**src/rtl/pipeline_hazard_controller_if.sv**
```systemverilog
// ============================================================================
// Module   : pipeline_hazard_controller_if
// Brief    : Hazard-unit bundle: Decode/Execute/Memory hazard inputs plus
//            stall, flush, state and performance-counter outputs.
// Revision : 1.0 - initial release
// ============================================================================
`default_nettype none

interface pipeline_hazard_controller_if;
    logic [4:0]  iRs1D;
    logic [4:0]  iRs2D;
    logic [4:0]  iDestRegE;
    logic [2:0]  iResultSrcE;
    logic        iRegWriteEnE;
    logic        iBranchTakenE;
    logic        iMemReqM;
    logic        iMemReadyM;
    logic        oStallF;
    logic        oStallD;
    logic        oStallE;
    logic        oStallM;
    logic        oFlushD;
    logic        oFlushE;
    logic [1:0]  oState;
    logic        oTimeout;
    logic [31:0] oStallCycles;
    logic [31:0] oFlushCount;

    modport slave (
        input  iRs1D, iRs2D, iDestRegE, iResultSrcE, iRegWriteEnE,
               iBranchTakenE, iMemReqM, iMemReadyM,
        output oStallF, oStallD, oStallE, oStallM, oFlushD, oFlushE,
               oState, oTimeout, oStallCycles, oFlushCount
    );

    modport master (
        output iRs1D, iRs2D, iDestRegE, iResultSrcE, iRegWriteEnE,
               iBranchTakenE, iMemReqM, iMemReadyM,
        input  oStallF, oStallD, oStallE, oStallM, oFlushD, oFlushE,
               oState, oTimeout, oStallCycles, oFlushCount
    );
endinterface

`default_nettype wire

```
**src/rtl/pipeline_hazard_controller.sv**
```systemverilog
// ============================================================================
// Module   : pipeline_hazard_controller
// Brief    : Five-stage pipeline hazard unit: memory-wait FSM with timeout,
//            load-use stall, branch flush and saturating stall/flush counters.
// Revision : 1.0 - initial release
// ============================================================================
`default_nettype none

module pipeline_hazard_controller #(
    parameter logic [2:0] LOAD_RESULT_SRC = 3'b001,
    parameter int         MEM_TIMEOUT     = 16
) (
    input  wire logic                 iClk,
    input  wire logic                 iRst,
    pipeline_hazard_controller_if.slave hz
);

    localparam int WAIT_W = (MEM_TIMEOUT > 2) ? $clog2(MEM_TIMEOUT) : 1;
    localparam logic [WAIT_W-1:0] WAIT_LAST = WAIT_W'(MEM_TIMEOUT - 1);

    typedef enum logic [1:0] {
        RUN      = 2'd0,
        MEM_WAIT = 2'd1,
        TIMEOUT  = 2'd2,
        ILLEGAL  = 2'd3
    } state_t;

    state_t            state;
    state_t            state_next;
    logic [WAIT_W-1:0] wait_cnt;
    logic              timeout_flag;
    logic [31:0]       stall_cycles;
    logic [31:0]       flush_count;

    logic              mem_stall;
    logic              load_use;
    logic [3:0]        stall_raw;
    logic [1:0]        flush_raw;
    logic [3:0]        stall_out;
    logic [1:0]        flush_out;

    always_ff @(posedge iClk) begin
        if (iRst) begin
            state <= RUN;
        end else begin
            state <= state_next;
        end
    end

    always_comb begin
        state_next = state;
        stall_raw  = 4'b0000;
        flush_raw  = 2'b00;
        mem_stall  = ((state == RUN) && hz.iMemReqM && !hz.iMemReadyM) ||
                     ((state == MEM_WAIT) && !hz.iMemReadyM);
        load_use   = hz.iRegWriteEnE && (hz.iResultSrcE == LOAD_RESULT_SRC) &&
                     (hz.iDestRegE != 5'd0) &&
                     ((hz.iDestRegE == hz.iRs1D) || (hz.iDestRegE == hz.iRs2D));

        case (state)
            RUN: begin
                if (mem_stall) state_next = MEM_WAIT;
            end
            MEM_WAIT: begin
                if (hz.iMemReadyM)           state_next = RUN;
                else if (wait_cnt == WAIT_LAST) state_next = TIMEOUT;
            end
            TIMEOUT: state_next = TIMEOUT;
            default: state_next = RUN;
        endcase

        // Priority: timeout, then memory stall, then branch, then load-use.
        if (state == TIMEOUT) begin
            stall_raw = 4'b1111;
        end else if (mem_stall) begin
            stall_raw = 4'b1111;
        end else if ((state == RUN) || (state == MEM_WAIT)) begin
            if (hz.iBranchTakenE) begin
                flush_raw = 2'b11;
            end else if (load_use) begin
                stall_raw = 4'b1100;
                flush_raw = 2'b01;
            end
        end
    end

    assign stall_out = iRst ? 4'b0000 : stall_raw;
    assign flush_out = iRst ? 2'b00   : flush_raw;

    always_ff @(posedge iClk) begin
        if (iRst) begin
            wait_cnt <= '0;
        end else if ((state == RUN) && (state_next == MEM_WAIT)) begin
            wait_cnt <= '0;
        end else if ((state == MEM_WAIT) && !hz.iMemReadyM && (wait_cnt != WAIT_LAST)) begin
            wait_cnt <= wait_cnt + 1'b1;
        end
    end

    always_ff @(posedge iClk) begin
        if (iRst) begin
            timeout_flag <= 1'b0;
        end else if (state_next == TIMEOUT) begin
            timeout_flag <= 1'b1;
        end
    end

    always_ff @(posedge iClk) begin
        if (iRst) begin
            stall_cycles <= 32'd0;
            flush_count  <= 32'd0;
        end else begin
            if ((|stall_out) && (stall_cycles != 32'hFFFF_FFFF))
                stall_cycles <= stall_cycles + 32'd1;
            if (flush_out[1] && (flush_count != 32'hFFFF_FFFF))
                flush_count <= flush_count + 32'd1;
        end
    end

    assign hz.oStallF      = stall_out[3];
    assign hz.oStallD      = stall_out[2];
    assign hz.oStallE      = stall_out[1];
    assign hz.oStallM      = stall_out[0];
    assign hz.oFlushD      = flush_out[1];
    assign hz.oFlushE      = flush_out[0];
    assign hz.oState       = state;
    assign hz.oTimeout     = timeout_flag;
    assign hz.oStallCycles = stall_cycles;
    assign hz.oFlushCount  = flush_count;

endmodule

`default_nettype wire

```
**src/flat_wrapper.sv**
```systemverilog
// flat-port wrapper written by rule: the top's interface ports become plain ports
module pipeline_hazard_controller_flat 
#(
    parameter logic [2:0] LOAD_RESULT_SRC = 3'b001,
    parameter int         MEM_TIMEOUT     = 16
)
  (iClk, iRst, hz_iRs1D, hz_iRs2D, hz_iDestRegE, hz_iResultSrcE, hz_iRegWriteEnE, hz_iBranchTakenE, hz_iMemReqM, hz_iMemReadyM, hz_oStallF, hz_oStallD, hz_oStallE, hz_oStallM, hz_oFlushD, hz_oFlushE, hz_oState, hz_oTimeout, hz_oStallCycles, hz_oFlushCount);
  pipeline_hazard_controller_if hz_i ();
  input  wire logic iClk;
  input  wire logic iRst;
  input wire logic [$bits(hz_i.iRs1D)-1:0] hz_iRs1D;
  input wire logic [$bits(hz_i.iRs2D)-1:0] hz_iRs2D;
  input wire logic [$bits(hz_i.iDestRegE)-1:0] hz_iDestRegE;
  input wire logic [$bits(hz_i.iResultSrcE)-1:0] hz_iResultSrcE;
  input wire logic [$bits(hz_i.iRegWriteEnE)-1:0] hz_iRegWriteEnE;
  input wire logic [$bits(hz_i.iBranchTakenE)-1:0] hz_iBranchTakenE;
  input wire logic [$bits(hz_i.iMemReqM)-1:0] hz_iMemReqM;
  input wire logic [$bits(hz_i.iMemReadyM)-1:0] hz_iMemReadyM;
  output wire logic [$bits(hz_i.oStallF)-1:0] hz_oStallF;
  output wire logic [$bits(hz_i.oStallD)-1:0] hz_oStallD;
  output wire logic [$bits(hz_i.oStallE)-1:0] hz_oStallE;
  output wire logic [$bits(hz_i.oStallM)-1:0] hz_oStallM;
  output wire logic [$bits(hz_i.oFlushD)-1:0] hz_oFlushD;
  output wire logic [$bits(hz_i.oFlushE)-1:0] hz_oFlushE;
  output wire logic [$bits(hz_i.oState)-1:0] hz_oState;
  output wire logic [$bits(hz_i.oTimeout)-1:0] hz_oTimeout;
  output wire logic [$bits(hz_i.oStallCycles)-1:0] hz_oStallCycles;
  output wire logic [$bits(hz_i.oFlushCount)-1:0] hz_oFlushCount;
  assign hz_i.iRs1D = hz_iRs1D;
  assign hz_i.iRs2D = hz_iRs2D;
  assign hz_i.iDestRegE = hz_iDestRegE;
  assign hz_i.iResultSrcE = hz_iResultSrcE;
  assign hz_i.iRegWriteEnE = hz_iRegWriteEnE;
  assign hz_i.iBranchTakenE = hz_iBranchTakenE;
  assign hz_i.iMemReqM = hz_iMemReqM;
  assign hz_i.iMemReadyM = hz_iMemReadyM;
  assign hz_oStallF = hz_i.oStallF;
  assign hz_oStallD = hz_i.oStallD;
  assign hz_oStallE = hz_i.oStallE;
  assign hz_oStallM = hz_i.oStallM;
  assign hz_oFlushD = hz_i.oFlushD;
  assign hz_oFlushE = hz_i.oFlushE;
  assign hz_oState = hz_i.oState;
  assign hz_oTimeout = hz_i.oTimeout;
  assign hz_oStallCycles = hz_i.oStallCycles;
  assign hz_oFlushCount = hz_i.oFlushCount;
  pipeline_hazard_controller #(.LOAD_RESULT_SRC(LOAD_RESULT_SRC), .MEM_TIMEOUT(MEM_TIMEOUT)) u_core (.iClk(iClk), .iRst(iRst), .hz(hz_i));
endmodule
```
**config.mk**
```make
export PLATFORM = sky130hd
export DESIGN_NAME = pipeline_hazard_controller_flat
export DESIGN_NICKNAME = d
export VERILOG_FILES = /design/src/rtl/pipeline_hazard_controller_if.sv /design/src/rtl/pipeline_hazard_controller.sv /design/src/flat_wrapper.sv
export SDC_FILE = /design/constraint.sdc
export NUM_CORES = 1
export LEC_CHECK = 0
export ABC_AREA = 1
export CAP_MARGIN = 20
export CORE_MARGIN = 2
export CORE_UTILIZATION = 40
export DETAILED_ROUTE_END_ITERATION = 8
export GPL_TIMING_DRIVEN = 0
export PLACE_DENSITY = 0.67
export RECOVER_POWER = 50
export SLEW_MARGIN = 20
export SYNTH_ARGS = -nofsm -noshare
export SYNTH_HDL_FRONTEND = slang
export SYNTH_SLANG_ARGS = --single-unit
```
**constraint.sdc**
```tcl
create_clock -name iClk -period 1.54 [get_ports iClk]
set_input_delay 0.154 -clock iClk [delete_from_list [all_inputs] [get_ports iClk]]
set_output_delay 0.154 -clock iClk [all_outputs]
set_load 0.05 [all_outputs]
```
==> flow_summary_export.csv, run 1 <==
group,metric,value,unit
outcome,status,"finished, violations left",
outcome,violations,"setup timing",
clock_network,root_buffer,"clkbuf_16",
finish,drive_gt1_frac,0.427,
timing,max_clock_freq,558,MHz
floorplan,row_count,38,
floorplan,initial_core_util,0.414,
clock_network,h-tree-depth,3,
timing,maxSlewViolCount,0,
route,wl_per_cell,17.7,µm
timing,rsz0062_at_grt,"yes",
global_routing,first_global_vias,5507,
route,drt-total-wl,19.1,mm
synth,synth_fa_ha_area_frac,0.00828,
floorplan,die_w,110,µm
power,cellPowerDensity,540,mW/mm²
synth,synthTopCellsByArea,"dfxtp_1 31%, nand2_1 21%, nor2_1 7.6%",
synth,synth_compound_area_frac,0.0795,
clock_network,cts_buffers,9,
floorplan,die_area,0.0122,mm²
worst_setup_path,path_delay_family,"simple AND/OR/NAND/NOR gates",
clock_network,cts.sinks,71,
clock_network,ctsHoldBuffers,0,
global_routing,grt_max_degree,13,
route,avgViaCountPerCell,5.51,
route,drt_iter0_markers,496,
synth,syn_avg_cell_area,6.21,µm²
place,dp.cells,966,
timing,tightest_slew,0.666,ns
finish,antenna-diode-count,0,
floorplan,core,0.0109,mm²
job,max_cap_violations,0,
finish,finish.instance_area,0.00803,mm²
timing,hold_viol_final,0,
route,vias,5932,
worst_setup_path,start_kind,"register",
finish,final.fill_count,838,
min_path,hold_path_class,"register to register",
place,place_hpwl,11.2,mm
route,ant_nets,0,
timing,setup_viol,70,
worst_setup_path,cpMostUsedCell,"nand2_2",
floorplan,die_y,110,µm
finish,stdcell_count,1077,
place,io_buffers,96,
worst_setup_path,path_class,"register to register",
global_routing,grt_usage,0.281,
worst_setup_path,slowest_stage,"dfxtp_2",
timing,setup-tns-final,-11.66,ns
synth,synth_top_family_by_area,"simple AND/OR/NAND/NOR gates",
clock_network,insertion_delay,0.35,ns
timing,post-route-period-util,1.16,
finish,regArea,0.00161,mm²
synth,synth-xor-area-share,0.0676,
worst_setup_path,cp.required,1.74,ns
worst_setup_path,path_max_fanout,6,
finish,area_delta_synth_final,77.2,%
synth,syn-instance-count,730,
synth,synth.net_count,757,
synth,synthSimpleGateAreaFrac,0.453,
global_routing,grt_first_pass_wirelength,27.7,mm
synth,synth_area,0.00453,mm²
route,firstDrtPassIters,6,
power,p_leak,3.47,nW
synth,synthMuxAreaShare,0,
synth,yosys.area.top_type_share,0.314,
timing,layout_min_cycle_time,1.79,ns
worst_setup_path,crit_path_cell_trace,"nand2_1 -> nor2_4 -> nand2_2 -> nor2_4 -> nand2_2 -> nand2_4 -> buf_6 -> inv_8 -> buf_12 -> buf_16 -> nand2_2 -> a21oi_1",
place,place_congestion,0.946,
finish,final_net_count,959,
timing,finalClockSkew,0.00799,ns
finish,multi_input_area,0.00371,mm²
timing,final.setup.worst_slack,-0.253,ns
synth,synth_seq_area_share,0.314,
clock_network,tritoncts,"done",
floorplan,top_level_ports,97,
synth,ys_types,33,
global_routing,grt_overflow,0,
place,placed_area,0.00594,mm²
synth,synth_top_area_cell,"dfxtp_1",
synth,ys_ff_latch,71,
worst_setup_path,arrival,2.00,ns
worst_setup_path,cp-end-kind,"register",
route,drc_errors,0,
power,max-vdd-ir-drop,0.601,mV
global_routing,antenna_found_initial,0,
worst_setup_path,path_buf_inv,4,
synth,yosys_warnings,0,
clock_network,cts.path.max_buffers,2,
worst_setup_path,max_stage_delay,0.38,ns
clock_network,clk_pin_slew,0.06,ns
timing,slew_headroom,0.556,
logic make-up (layout without fill, tap and decap cells):
| kind of cell | Yosys count | count (layout) |
|---|---|---|
| AO/OA/AOI/OAI | 72 | 72 |
| XOR/XNOR | 35 | 35 |
| buffers and inverters | 79 | 286 |
| AND/OR/NAND/NOR | 470 | 470 |
| flip-flops | 71 | 71 |
| adder cells (fa/ha/maj) | 3 | 3 |
where the power goes:
| part | switching [mW] | total (mW) | internal [mW] |
|---|---|---|---|
| sequential | 0.0138 | 1.79 | 1.77 |
| combinational | 0.351 | 0.640 | 0.289 |
| clock | 0.840 | 1.91 | 1.07 |
path summary, 6_finish.rpt:
| path | depth (start not counted) | to | start | slack, ns |
|---|---|---|---|---|
| worst min register to register | 2 | u_core.hz.oTimeout | u_core.hz.oTimeout | 0.46 |
| worst max register to register | 12 | u_core.hz.oFlushCount[7] | u_core.hz.oFlushCount[10] | -0.25 |
| worst min-delay path | 2 | u_core.hz.oTimeout | u_core.hz.oTimeout | 0.46 |
| worst max-delay path | 12 | u_core.hz.oFlushCount[7] | u_core.hz.oFlushCount[10] | -0.25 |
metrics by stage:
stage | utilization | total power [mW] | setup slack, ns | hold WS [ns]
2_1_floorplan | - | 2.09 | -0.238 | 0.355
3_3_place_gp | 0.543 | 2.25 | -1.12 | 0.445
3_5_place_dp | 0.543 | 2.25 | -1.16 | 0.448
4_1_cts | 0.676 | 4.32 | -0.233 | 0.458
5_1_grt | 0.734 | 4.50 | -0.306 | 0.484
6_report | 0.734 | 4.34 | -0.253 | 0.463
synthesized netlist by cell type:
master and instances:
nand2_2 5, clkbuf_1 9, buf_6 5, a21oi_1 64, buf_2 6, o21ai_0 8
or2_2 3, inv_2 1, nand2_1 249, nand3_1 60, nand4_4 1, nand3_2 2
and2_1 1, ha_1 3, nor2_1 92, xor2_1 23, nand3b_1 9, and3_1 1
nor4_2 1, nor2_4 1, nor3b_1 2, dfxtp_1 71, or2_1 1, buf_4 3
xnor2_1 12, inv_1 54, nor3_1 23, nor2_2 4, nand4_1 11, nand2_4 1
nor3_4 1, buf_1 1, nor3_2 2
placed cells by master (no fill, tap or decap), drive strengths merged:
| cell type | instances |
|---|---|
| xor2 | 23 |
| xnor2 | 12 |
| nor2 | 97 |
| clkdlybuf4s50 | 8 |
| nor3 | 26 |
| nand3b | 9 |
| and2 | 1 |
| clkinvlp | 1 |
| clkinv | 6 |
| ha | 3 |
| nand2 | 255 |
| nand3 | 62 |
| nor3b | 2 |
| o21ai | 8 |
| dfxtp | 71 |
| inv | 55 |
| or2 | 4 |
| nand4 | 12 |
| clkdlybuf4s15 | 2 |
| buf | 116 |
| a21oi | 64 |
| dlygate4sd2 | 77 |
| and3 | 1 |
| nor4 | 1 |
| clkbuf | 21 |
registers in the layout (all words and copies together), names as in the netlist:
| register | cells |
|---|---|
| u_core.hz.oTimeout | 1 |
| u_core.hz.oState | 2 |
| u_core.wait_cnt | 4 |
| u_core.hz.oFlushCount | 32 |
| u_core.hz.oStallCycles | 32 |
layout make-up:
type                    instances  area share
plain buffers                  21      0.0277
clock buffers                   9      0.0280
clock inverters                 7     0.00499
inverters                      55      0.0282
multi-input cells             580       0.461
flip-flops and latches         71       0.201
well taps                     140      0.0218
repair buffers                194       0.227
layer usage:
layer / vias up / global-route usage / share of wire
met4: 0 / 0.138 / 0.047
met3: 83 / 0.0362 / 0.060
li1: 2763 / - / -
met5: - / 0 / 0
met2: 293 / 0.503 / 0.52
met1: 2793 / 0.329 / 0.37
worst min-delay path: cells and delay by family (launching register included):
family          cells  cell delay (ns)
compound gates      1             0.05
simple gates        1             0.05
flops               1             0.33
timing repair:
item | in CTS | in global routing
setup endpoints to repair | 139 | 76
pin swaps | 57 | 51
buffers inserted | 64 | 32
gates cloned | 9 | 0
resized for setup | 293 | 145
Power figures use the tool's default switching activity.
==> inputs of run 2 (changes only) <==
--- a/config.mk
+++ b/config.mk
@@ -8,10 +8,10 @@
 export ABC_AREA = 1
 export CAP_MARGIN = 20
 export CORE_MARGIN = 2
-export CORE_UTILIZATION = 40
+export CORE_UTILIZATION = 30
 export DETAILED_ROUTE_END_ITERATION = 8
 export GPL_TIMING_DRIVEN = 0
-export PLACE_DENSITY = 0.67
+export PLACE_DENSITY = 0.53
 export RECOVER_POWER = 50
 export SLEW_MARGIN = 20
 export SYNTH_ARGS = -nofsm -noshare
==> flow_summary_export.csv, run 2 (synthesis results as in run 1) <==
group,metric,value,unit
outcome,status,"finished, violations left",
outcome,violations,"setup timing",
power,seqPwrFrac,0.409,
route,firstDrtPassIters,5,
clock_network,cts.path.max_buffers,2,
worst_setup_path,cp-end-kind,"register",
timing,final.setup.worst_slack,-0.219,ns
power,switchingPower,1.17,mW
power,p_leak,3.60,nW
worst_setup_path,reg2reg_from,"u_core.hz.oStallCycles[25]",
route,ant_nets,0,
clock_network,root_buffer,"clkbuf_16",
timing,finalClockSkew,0.00729,ns
clock_network,cts.sinks,71,
clock_network,h-tree-depth,3,
global_routing,grt_usage,0.218,
clock_network,insertion_delay,0.35,ns
place,io_buffers,96,
worst_setup_path,r2r_slack,-0.22,ns
timing,post-route-period-util,1.14,
min_path,min_from,"u_core.hz.oFlushCount[31]",
floorplan,initial_core_util,0.309,
worst_setup_path,arrival,1.96,ns
finish,layout_common_cells,"185 x nand2_1, 77 x buf_4, 72 x dlygate4sd2_1",
power,cellPowerDensity,526,mW/mm²
finish,stdcell_count,1126,
global_routing,grt_overflow,0,
power,max-vdd-ir-drop,0.457,mV
place,place_hpwl,11.7,mm
floorplan,core,0.0146,mm²
power,power.internal,3.18,mW
clock_network,clk_pin_slew,0.06,ns
worst_setup_path,rr_endpoint,"u_core.hz.oStallCycles[7]",
job,max_cap_violations,0,
timing,setup_viol,75,
clock_network,cts_buffers,9,
finish,antenna-diode-count,0,
global_routing,grt_first_pass_wirelength,27.7,mm
route,avgViaCountPerCell,5.08,
timing,hold_viol_final,0,
place,dp.cells,1010,
worst_setup_path,r2r_cells,7,
timing,rsz0062_at_grt,"yes",
floorplan,die_w,127,µm
route,drt-total-wl,18.6,mm
power,comb_power_share,0.148,
worst_setup_path,start_kind,"register",
global_routing,antenna_found_initial,0,
worst_setup_path,path_class,"register to register",
power,swShare,0.270,
floorplan,row_count,44,
finish,finish.instance_area,0.00827,mm²
floorplan,die_y,127,µm
place,place_congestion,0.912,
route,wl_per_cell,16.5,µm
min_path,min_delay_worst_endpoint,"u_core.hz.oFlushCount[31]",
place,placed_area,0.00599,mm²
timing,tightest_slew,0.811,ns
min_path,hold_path_class,"register to register",
worst_setup_path,max_stage_delay,0.44,ns
route,vias,5718,
global_routing,grt_max_degree,12,
finish,drive_gt1_frac,0.443,
global_routing,first_global_vias,5478,
timing,slew_headroom,0.459,
finish,area_delta_synth_final,82.6,%
finish,final.fill_count,1353,
clock_network,tritoncts,"done",
route,drc_errors,0,
worst_setup_path,cp.required,1.74,ns
worst_setup_path,crit_path_cell_trace,"nand2_1 -> nor3_4 -> nand4_4 -> buf_6 -> clkbuf_16 -> nand3_2 -> a21oi_1",
timing,layout_min_cycle_time,1.76,ns
worst_setup_path,path_max_fanout,6,
timing,maxSlewViolCount,0,
finish,finalCoreUtilization,0.565,
floorplan,top_level_ports,97,
clock_network,ctsHoldBuffers,0,
worst_setup_path,slowest_stage,"dfxtp_2",
finish,layout_commonest_cell,"nand2_1",
min_path,min_path_cells,2,
timing,max_clock_freq,569,MHz
floorplan,die_area,0.0161,mm²
route,drt_iter0_markers,287,
power,clockPowerShare,0.443,
finish,final_net_count,965,
[run 2: cell count changes in the layout (fill, tap and decap cells not counted), sizes merged, moves of 2 or more]
cell / previous run / this run
dlygate4sd2: 77 / 72
clkinv: 6 / 3
clkdlybuf4s15: 2 / 6
clkdlybuf4s50: 8 / 10
clkbuf: 21 / 27
buf: 116 / 119
[run 2: worst max-delay path by stage]
| stage | start | to | slack, ns | cells past startpoint |
|---|---|---|---|---|
| 5_1_grt | u_core.hz.oStallCycles[7] | u_core.hz.oStallCycles[15] | -0.30 | 9 |
| 2_1_floorplan | u_core.hz.oState[0] | u_core.hz.oFlushCount[3] | -0.24 | 9 |
| 3_5_place_dp | hz_iDestRegE[4] | hz_oStallF | -1.18 | 12 |
| 4_1_cts | u_core.hz.oState[1] | hz_oStallF | -0.20 | 8 |
| 6_report | u_core.hz.oStallCycles[25] | u_core.hz.oStallCycles[7] | -0.22 | 7 |
| 3_3_place_gp | hz_iDestRegE[4] | hz_oStallF | -1.16 | 12 |
[run 2: critical path, delay by kind of cell (launching register included)]
family / cells / cell delay, ns
and+or+nand+nor: 4 / 0.76
AOI/OAI and AO/OA: 1 / 0.05
DFF: 1 / 0.44
buffers and inverters: 2 / 0.35
[run 2: repair_timing]
action                                  in CTS  in global routing
cloned                                       8                  2
pin swaps                                   60                 66
hold endpoints to repair                     0                  0
gates resized for setup                    270                206
setup buffers                               65                 35
endpoints found under the setup margin     140                 75
[run 2: power groups by stage]
| stage | registers [mW] | clock network, mW | logic (mW) |
|---|---|---|---|
| floorplan | 1.89 | 0 | 0.205 |
| global placement | 1.86 | 0 | 0.389 |
| detailed placement | 1.87 | 0 | 0.393 |
| CTS | 1.80 | 1.96 | 0.573 |
| global route | 1.78 | 2.05 | 0.675 |
| finish | 1.78 | 1.93 | 0.643 |
[run 2: layout make-up]
type | instances | area (µm²) | share of cell area
inverters | 55 | 231 | 0.0280
repair buffers | 198 | 1860 | 0.225
well taps | 184 | 230 | 0.0278
multi-input cells | 580 | 3810 | 0.460
flip-flops and latches | 71 | 1620 | 0.196
plain buffers | 23 | 263 | 0.0318
clock inverters | 2 | 10.0 | 0.00121
clock buffers | 13 | 250 | 0.0302
[run 2: through the flow]
stage	worst slack [ns]	total power, mW	setup TNS [ns]	hold slack (ns)
5_1_grt	-0.298	4.51	-17.11	0.488
3_5_place_dp	-1.18	2.26	-33.94	0.466
2_1_floorplan	-0.238	2.09	-8.84	0.355
6_report	-0.219	4.35	-10.39	0.469
4_1_cts	-0.203	4.33	-5.97	0.473
3_3_place_gp	-1.16	2.25	-32.24	0.464
[run 2: layer usage]
metal	global-route usage	up-vias	part of all wire
met5	0	-	0
met4	0.0970	0	0.039
met3	0.0304	60	0.038
li1	-	2772	-
met2	0.392	167	0.52
met1	0.258	2719	0.40
